## src/rtl/scan_pkg.sv

```systemverilog
// Shared types and default timing constants for the multiplexed digit scanner.
package scan_pkg;

  typedef enum logic [1:0] {
    ST_IDLE  = 2'd0,
    ST_SHOW  = 2'd1,
    ST_BLANK = 2'd2
  } scan_state_t;

  localparam int unsigned C_DIV_DEFAULT   = 1000;
  localparam int unsigned C_BLANK_DEFAULT = 16;

endpackage

```

## src/rtl/scan_next_idx.sv

```systemverilog
// Finds the next set mask bit above cur_idx, wrapping modulo 8.
// With cur_idx = 7 the result is the lowest set bit of the mask.
module scan_next_idx (
  input  logic [7:0] mask,
  input  logic [2:0] cur_idx,
  output logic [2:0] next_idx,
  output logic       valid
);

  logic [2:0] idx_s;

  // Walk offsets from farthest to nearest so the nearest set bit wins; offset 8 is cur_idx itself.
  always_comb begin
    next_idx = 3'd0;
    valid    = 1'b0;
    idx_s    = 3'd0;
    for (int k = 8; k >= 1; k--) begin
      idx_s = cur_idx + 3'(k);
      if (mask[idx_s]) begin
        next_idx = idx_s;
        valid    = 1'b1;
      end else begin
        valid    = valid;
      end
    end
  end

endmodule

```

## src/rtl/digit_scan_ctrl.sv

```systemverilog
// Time-multiplexed digit scanner: SHOW/BLANK dwell per enabled digit, with an 8x4 digit bank.
module digit_scan_ctrl
  import scan_pkg::*;
#(
  parameter int unsigned P_DIV   = C_DIV_DEFAULT,
  parameter int unsigned P_BLANK = C_BLANK_DEFAULT
) (
  input  logic       i_clk,
  input  logic       i_rst,
  input  logic       i_en,
  input  logic [7:0] i_mask,
  input  logic       i_polarity,
  input  logic       i_wr_en,
  input  logic [2:0] i_wr_addr,
  input  logic [3:0] i_wr_data,
  output logic [2:0] o_sel,
  output logic       o_opt,
  output logic       o_blank,
  output logic [3:0] o_digit,
  output logic       o_frame
);

  localparam int DIV_W = $clog2(P_DIV);
  localparam int BLK_W = (P_BLANK > 0) ? $clog2(P_BLANK + 1) : 1;
  localparam logic [DIV_W-1:0] DIV_LAST  = DIV_W'(P_DIV - 1);
  localparam logic [BLK_W-1:0] BLK_LAST  = BLK_W'((P_BLANK > 0) ? (P_BLANK - 1) : 0);
  localparam bit               HAS_BLANK = (P_BLANK > 0);

  scan_state_t      state_r;
  logic [2:0]       sel_r;
  logic             opt_r;
  logic             blank_r;
  logic             frame_r;
  logic [DIV_W-1:0] dwell_cnt_r;
  logic [BLK_W-1:0] blank_cnt_r;
  logic [3:0]       bank_r [8];

  logic [2:0] next_idx_s;
  logic       next_valid_s;
  logic [2:0] low_idx_s;
  logic       low_valid_s;
  logic       adv_s;

  scan_next_idx u_next (
    .mask     (i_mask),
    .cur_idx  (sel_r),
    .next_idx (next_idx_s),
    .valid    (next_valid_s)
  );

  scan_next_idx u_low (
    .mask     (i_mask),
    .cur_idx  (3'd7),
    .next_idx (low_idx_s),
    .valid    (low_valid_s)
  );

  // An advance ends the current digit: after BLANK, or straight out of SHOW when there is no gap.
  always_comb begin
    if (state_r == ST_BLANK) begin
      adv_s = (blank_cnt_r == BLK_LAST);
    end else if (state_r == ST_SHOW) begin
      adv_s = !HAS_BLANK && (dwell_cnt_r == DIV_LAST);
    end else begin
      adv_s = 1'b0;
    end
  end

  // Scan sequencer with registered select, blank, frame and polarity outputs.
  always_ff @(posedge i_clk) begin
    if (i_rst) begin
      state_r     <= ST_IDLE;
      sel_r       <= 3'd0;
      opt_r       <= 1'b0;
      blank_r     <= 1'b1;
      frame_r     <= 1'b0;
      dwell_cnt_r <= '0;
      blank_cnt_r <= '0;
    end else begin
      opt_r   <= i_polarity;
      frame_r <= 1'b0;
      if (!i_en || (adv_s && !next_valid_s)) begin
        state_r     <= ST_IDLE;
        sel_r       <= 3'd0;
        blank_r     <= 1'b1;
        dwell_cnt_r <= '0;
        blank_cnt_r <= '0;
      end else if (adv_s) begin
        state_r     <= ST_SHOW;
        sel_r       <= next_idx_s;
        blank_r     <= 1'b0;
        frame_r     <= (next_idx_s == low_idx_s);
        dwell_cnt_r <= '0;
        blank_cnt_r <= '0;
      end else begin
        case (state_r)
          ST_IDLE: begin
            if (low_valid_s) begin
              state_r <= ST_SHOW;
              sel_r   <= low_idx_s;
              blank_r <= 1'b0;
              frame_r <= 1'b1;
            end else begin
              state_r <= ST_IDLE;
              sel_r   <= 3'd0;
              blank_r <= 1'b1;
            end
            dwell_cnt_r <= '0;
            blank_cnt_r <= '0;
          end
          ST_SHOW: begin
            if (dwell_cnt_r == DIV_LAST) begin
              state_r     <= ST_BLANK;
              blank_r     <= 1'b1;
              dwell_cnt_r <= '0;
              blank_cnt_r <= '0;
            end else begin
              dwell_cnt_r <= dwell_cnt_r + DIV_W'(1);
            end
          end
          ST_BLANK: begin
            blank_cnt_r <= blank_cnt_r + BLK_W'(1);
          end
          default: begin
            state_r     <= ST_IDLE;
            sel_r       <= 3'd0;
            blank_r     <= 1'b1;
            dwell_cnt_r <= '0;
            blank_cnt_r <= '0;
          end
        endcase
      end
    end
  end

  // Digit bank write port; reset wins over a coincident write.
  always_ff @(posedge i_clk) begin
    if (i_rst) begin
      for (int i = 0; i < 8; i++) begin
        bank_r[i] <= 4'd0;
      end
    end else if (i_wr_en) begin
      bank_r[i_wr_addr] <= i_wr_data;
    end else begin
      bank_r[i_wr_addr] <= bank_r[i_wr_addr];
    end
  end

  assign o_sel   = sel_r;
  assign o_opt   = opt_r;
  assign o_blank = blank_r;
  assign o_frame = frame_r;
  assign o_digit = bank_r[sel_r];

endmodule

```

## config.mk

```make
export PLATFORM = sky130hd
export DESIGN_NAME = digit_scan_ctrl
export DESIGN_NICKNAME = d
export VERILOG_FILES = /design/src/rtl/scan_pkg.sv /design/src/rtl/scan_next_idx.sv /design/src/rtl/digit_scan_ctrl.sv
export SDC_FILE = /design/constraint.sdc
export NUM_CORES = 1
export LEC_CHECK = 0
export CAP_MARGIN = 20
export CORE_MARGIN = 1.5
export CORE_UTILIZATION = 59
export DETAILED_ROUTE_END_ITERATION = 8
export PLACE_DENSITY = 0.81
export SKIP_CTS_REPAIR_TIMING = 1
export SYNTH_ARGS = -nofsm -noshare
export SYNTH_HDL_FRONTEND = slang
export SYNTH_SLANG_ARGS = --single-unit
```

## constraint.sdc

```tcl
create_clock -name i_clk -period 3.7 [get_ports i_clk]
set_clock_uncertainty 0.2 [all_clocks]
set_input_delay 0.925 -clock i_clk [delete_from_list [all_inputs] [get_ports i_clk]]
set_output_delay 0.925 -clock i_clk [all_outputs]
set_load 0.02 [all_outputs]
```

Yosys cells after proc, flatten, opt, wreduce, memory -nomap -nowiden. Memories as Yosys holds them, arrays and structs flattened. A register that Yosys moved wholly into a read port is not among the register bits. Cells that the tools add are included.

Register bits: 23. RAM bits: 32. Bits of input ports: 20. Memories: 1. Logic and storage cells: 131.

Equality and inequality tests: 10. Multiplexer cells: 81. $lt $le $gt $ge: 8. Bitwise logic cells: 2. Add/subtract/negate cells: 9. Reduce and logical (&&, ||, !) cells: 12.

Memories: bank_r (depth 8, width 4, read ports 1, clocked after Yosys merged registers in 1, write ports 8, RTL line digit_scan_ctrl.sv:36) `logic [3:0] bank_r [8];`.

Operators by type and width (number): $mux 3 (21); $mux 1 (42); $lt 3x4->1 const B (8); $bmux 1 s3 (8); $pmux 10 s2 (1); $add 3x3->3 const B (4); $add 10x1->10 const B (1); $eq 10x10->1 const B (1); $mux 10 (1); $pmux 5 s2 (1); $mux 4 (2); $add 3x2->3 const B (2); $pmux 2 s3 (1); $pmux 3 s2 (1); $reduce_and 2->1 (3); $add 5x1->5 const B (1); $eq 5x4->1 const B (1); $mux 5 (1); $ne 2x1->1 const B (2); $reduce_or 2->1 (2); $reduce_or 4->1 (1); $add 3x1->3 const B (1); $eq 3x3->1 (1); $ne 3x2->1 const B (1); other kinds (13) (14).

Logic depth before layout (Yosys ltp).
Depth in word-level cells: 15. Mapped depth: 14. Mapped depth without buffers: 10.

Cells and area by module. A second synthesis with hierarchy kept.

Cell total of the unflattened synthesis: 395. Area, all modules: 4073.9 um2.

By module, submodules not included: digit_scan_ctrl (instances 1, area each 2725.1 um2, cells each 241, seq. area each 1481.4 um2); scan_next_idx (instances 2, area each 674.4 um2, cells each 77, seq. area each 0.0 um2).

Worst setup path before layout. Ideal clock, no wire load.

Kind: reg-to-reg. Start: register sel_r[0] (netlist: o_sel[0]). End: register frame_r (netlist: o_frame). Library setup time: 116 ps. Period minus slack after synthesis: 3332 ps. Stages on the path, launching flop included: 14. Buffers on the path: 3. Slack: 368 ps. Arrival: 3017 ps. Cell sequence: dfxtp_1 > buf_6 > clkinv_1 > ha_1 > buf_4 > buf_6 > mux4_2 > nand2_1 > and3_4 > o311a_1 > o32a_1 > a211oi_2 > xnor2_1 > a31o_1.

Word-level cells in the longest chain between the ends: 14. Elaborated cells on any way between the ends: 45.

RTL lines: start, declared (RTL line digit_scan_ctrl.sv:30) `logic [2:0] sel_r;`; start signal, assigned (RTL line digit_scan_ctrl.sv:90) `sel_r <= next_idx_s;`; start signal, assigned (RTL line digit_scan_ctrl.sv:100) `sel_r <= low_idx_s;`; $add 3x3->3 / $bmux 1 s3 (equally long branches) (RTL line scan_next_idx.sv:18, scan_next_idx.sv:19); $bmux 1 s3 / $mux 1 (equally long branches) (RTL line scan_next_idx.sv:19) `if (mask[idx_s]) begin`; $mux 1 (not written as such) (RTL line scan_next_idx.sv:19); $mux 1 (7 in series) (RTL line scan_next_idx.sv:19); $logic_not 1->1 (RTL line digit_scan_ctrl.sv:82) `if (!i_en || (adv_s && !next_valid_s)) begin`; $logic_and 1x1->1 (RTL line digit_scan_ctrl.sv:82); $logic_or 1x1->1 (RTL line digit_scan_ctrl.sv:82); $reduce_or 2->1 (no source line); end signal, assigned (RTL line digit_scan_ctrl.sv:92) `frame_r <= (next_idx_s == low_idx_s);`; end, declared (RTL line digit_scan_ctrl.sv:33) `logic frame_r;`.

Parallel ways exist; a longest one is shown, timed or not. The select of a mux whose other input is x is not followed. A chain may end at the register's enable or synchronous reset.

Final worst setup path.
Start: input i_mask[2]. End: register frame_r (netlist: o_frame).

Word-level cells in the longest chain between the ends: 14. Elaborated cells on any way between the ends: 46.

RTL lines: start, declared (RTL line digit_scan_ctrl.sv:11) `input logic [7:0] i_mask,`; $bmux 1 s3 (RTL line scan_next_idx.sv:19); $mux 1 (not written as such) (RTL line scan_next_idx.sv:19); $mux 1 (8 in series) (RTL line scan_next_idx.sv:19); $logic_not 1->1 (RTL line digit_scan_ctrl.sv:82); $logic_and 1x1->1 (RTL line digit_scan_ctrl.sv:82); $logic_or 1x1->1 (RTL line digit_scan_ctrl.sv:82); $reduce_or 2->1 (no source line).

Parallel ways exist; a longest one is shown, timed or not. The select of a mux whose other input is x is not followed.

==> results.md <==
* Result of the run: finished clean
* Part of the power in registers at 44.6%
* GRT Resource Usage Total at 26.0%
* Number of max-slew violations in the final report at 0
* DR pass1 iterations at 4
* PwrDens at 361 nW/um^2
* Die Area at 6920 um^2
* Maximum number of pins on one net before global-route repair at 26
* Fmax achieved at roughly 0.28 GHz
* Class of the most critical setup path: primary input to flop
* Average wire length per cell after detail routing at between 15 and 20 um
* Unrepaired setup endpoints after global routing: no
* Count of yosys warnings during synthesis at 0
* Part of the total power dissipated in combinational logic at 17.8%
* Worst min-delay path category: flop to flop
* Int Power at 1210 uW
* Number of I/O port buffers at 29
* DR DRC count at 0
* Largest buffer count on any clock path at 2
* Async SR Flop Fraction at 0%
* Chip height at between 80 and 90 um
* Minimum hold slack at 292 ps
* Highest-count cells in the layout ignoring fill and taps: nor2_1 (36), and2_1 (34), edfxtp_1 (32)
* Initial DRC count at roughly 220
* Vias at 2,929
* Floorplan row count at 29
* Initial antenna violation count at 0
* Final core utilization at a little under three quarters
* Post-layout minimum cycle time at 3620 ps
* Post-CTS clock slew at the launch and capture registers of the worst setup and hold paths at approximately 70 ps
* Chip Width at 83.2 um
* Overflow after GRT at 0
* Post-detail-place hpwl at 6.33 mm
* Clock network power share at 37.6%
* Setup violation total in the final timing report at 0
* Clock tree from TritonCTS: built
* Critical path launch point type: primary input
* Crit. End Element: flop
* Post-synthesis area per instance at approximately 11 um^2
* Routed vias/inst at 5.98
* Leakage power total at 0.00164 uW
* Number of sinks handled by clock tree synthesis at 58
* Share of synthesized area occupied by flip-flops and latches at 39.1%
* Count of flip-flops with a built-in enable after synthesis at 32
* Critical Path AT at ~3700 ps
* Core Box Area at 6280 um^2
* Final GP Congestion at approximately 0.93
* Flip-flop and latch count after synthesis at 58
* Global-route wire length before repair at 14.2 mm
* Via count of the first global-routing pass at 3,066
* Combined area of all synthesized cells at 3790 um^2
* Insertion delay to the later sink of the worst-skew pair at 340 ps
* Effective utilization at floorplan at 60.4%
* Number of filler instances in the final layout at 471
* Crit path required time at 3780 ps
* Worst voltage drop across the vdd grid at 0.343 mV
* Minimum setup slack after placement at -190 ps
* Final-stage net count at 433
* Tightest slew margin relative to the limit at 54.0%
* Number of max-cap violations at 0
* Area growth from synthesis to final layout at 17.7%
* Layout cell share with drive strength beyond 1 at 19.6%
* Number of nets still failing antenna checks after routing at 0
* Share of the cycle needed by the critical path after routing at 97.8%
* Switching power summed over all nets at slightly above 400 uW
* Flip-flop cell with the highest count after synthesis: edfxtp_1
* Critical path peak fanout at 6
* Post-route cell area at 4460 um^2
* H-tree levels at 3
* Total placed instance area at 4250 um^2
* Count of inserted antenna diode cells at 0
* Library cells used by synthesis at 61
* Clock root buffer: clkbuf_8
* Sw Share at 25.0%
* Register-to-register setup slack at 100 ps
* CTS buffer count at 9
* Synthesized instance count at 361
* Post-route setup slack at between 80 and 90 ps
* Boundary Pins at 30
* Total wire length after detailed routing at 8.43 mm
* Most common cell after layout, fill and taps aside: nor2_1
* Measured slew at the worst slew-check pin at 689 ps
* Mapped Nets at about 390
* Final Hold Violating Endpoints at 0
-- layer usage --
layer  global-route usage [%]  share of wire [%]  vias to the layer above
li1                         -                  -                     1436
met1                     30.5                 42                     1402
met2                     46.7                 52                       72
met3                     4.17                3.3                       19
met4                     11.8                2.3                        0
met5                        0                  0                        -
-- state kept, by name, indices dropped and copies added (netlist names), named ones only --
signal	count
bank_r	32
dwell_cnt_r	10
blank_cnt_r	5
o_sel	3
state_r	2
o_blank	1
o_frame	1
o_opt	1
-- Yosys cell counts (8+ instances only) --
master / instances / area share [%]
mux2_2: 10 / 3.0
nor2b_1: 11 / 1.8
nor2_1: 36 / 3.6
inv_1: 10 / 0.99
mux4_2: 14 / 8.3
o21ai_0: 13 / 1.7
dfxtp_1: 26 / 14
edfxtp_1: 32 / 25
a21oi_1: 18 / 2.4
and2_1: 34 / 5.6
nand2_1: 15 / 1.5
mux2i_1: 15 / 4.0
or2_2: 8 / 1.3
-- worst max-delay path: stages --
cell and delay [ps]:
clkdlybuf4s50_1 590, mux4_2 340, and2_0 310, o21ai_0 160
a2111oi_0 430, a2bb2oi_1 220, o21ai_0 150, buf_4 180
a211oi_1 230, a31o_1 160
-- worst paths after layout --
kind             startpoint             end  cells past startpoint
min reg2reg  dwell_cnt_r[9]  dwell_cnt_r[9]                      2
max reg2reg        o_sel[0]         o_frame                     11
max               i_mask[2]         o_frame                     10
min          dwell_cnt_r[9]  dwell_cnt_r[9]                      2
-- final cells by class --
class / instances / area [um^2] / area share, %
clock inverters: 2 / 13.8 / 0.308
repair buffers: 57 / 500 / 11.2
well taps: 77 / 96.3 / 2.16
inverters: 12 / 45.0 / 1.01
multi-input cells: 270 / 2120 / 47.5
clock buffers: 14 / 205 / 4.60
flip-flops and latches: 58 / 1480 / 33.2
-- stage by stage --
step,cells,TNS [ps],power [uW]
after detailed placement,474,-319,1020
after floorplan,361,0,911
after CTS,490,0,1620
final,490,0,1610
after global placement,474,-107,1010
after global routing,490,0,1670
-- power by group through the flow --
stage	registers [uW]	logic (uW)	clock network, uW
after floorplan	729	181	0
after global placement	733	278	0
after detailed placement	734	282	0
after CTS	720	285	611
after global routing	723	309	635
final	720	287	607
-- kinds of logic after synthesis --
kind of cell,share of synthesized area (%)
and+or+nand+nor,20.7
adders and majority gates,1.65
AOI/OAI and AO/OA,12.2
xor gates and xnor gates,3.04
muxes,18.4
buffers and inverters,4.98
DFF,39.1
Power figures use the tool's default switching activity.
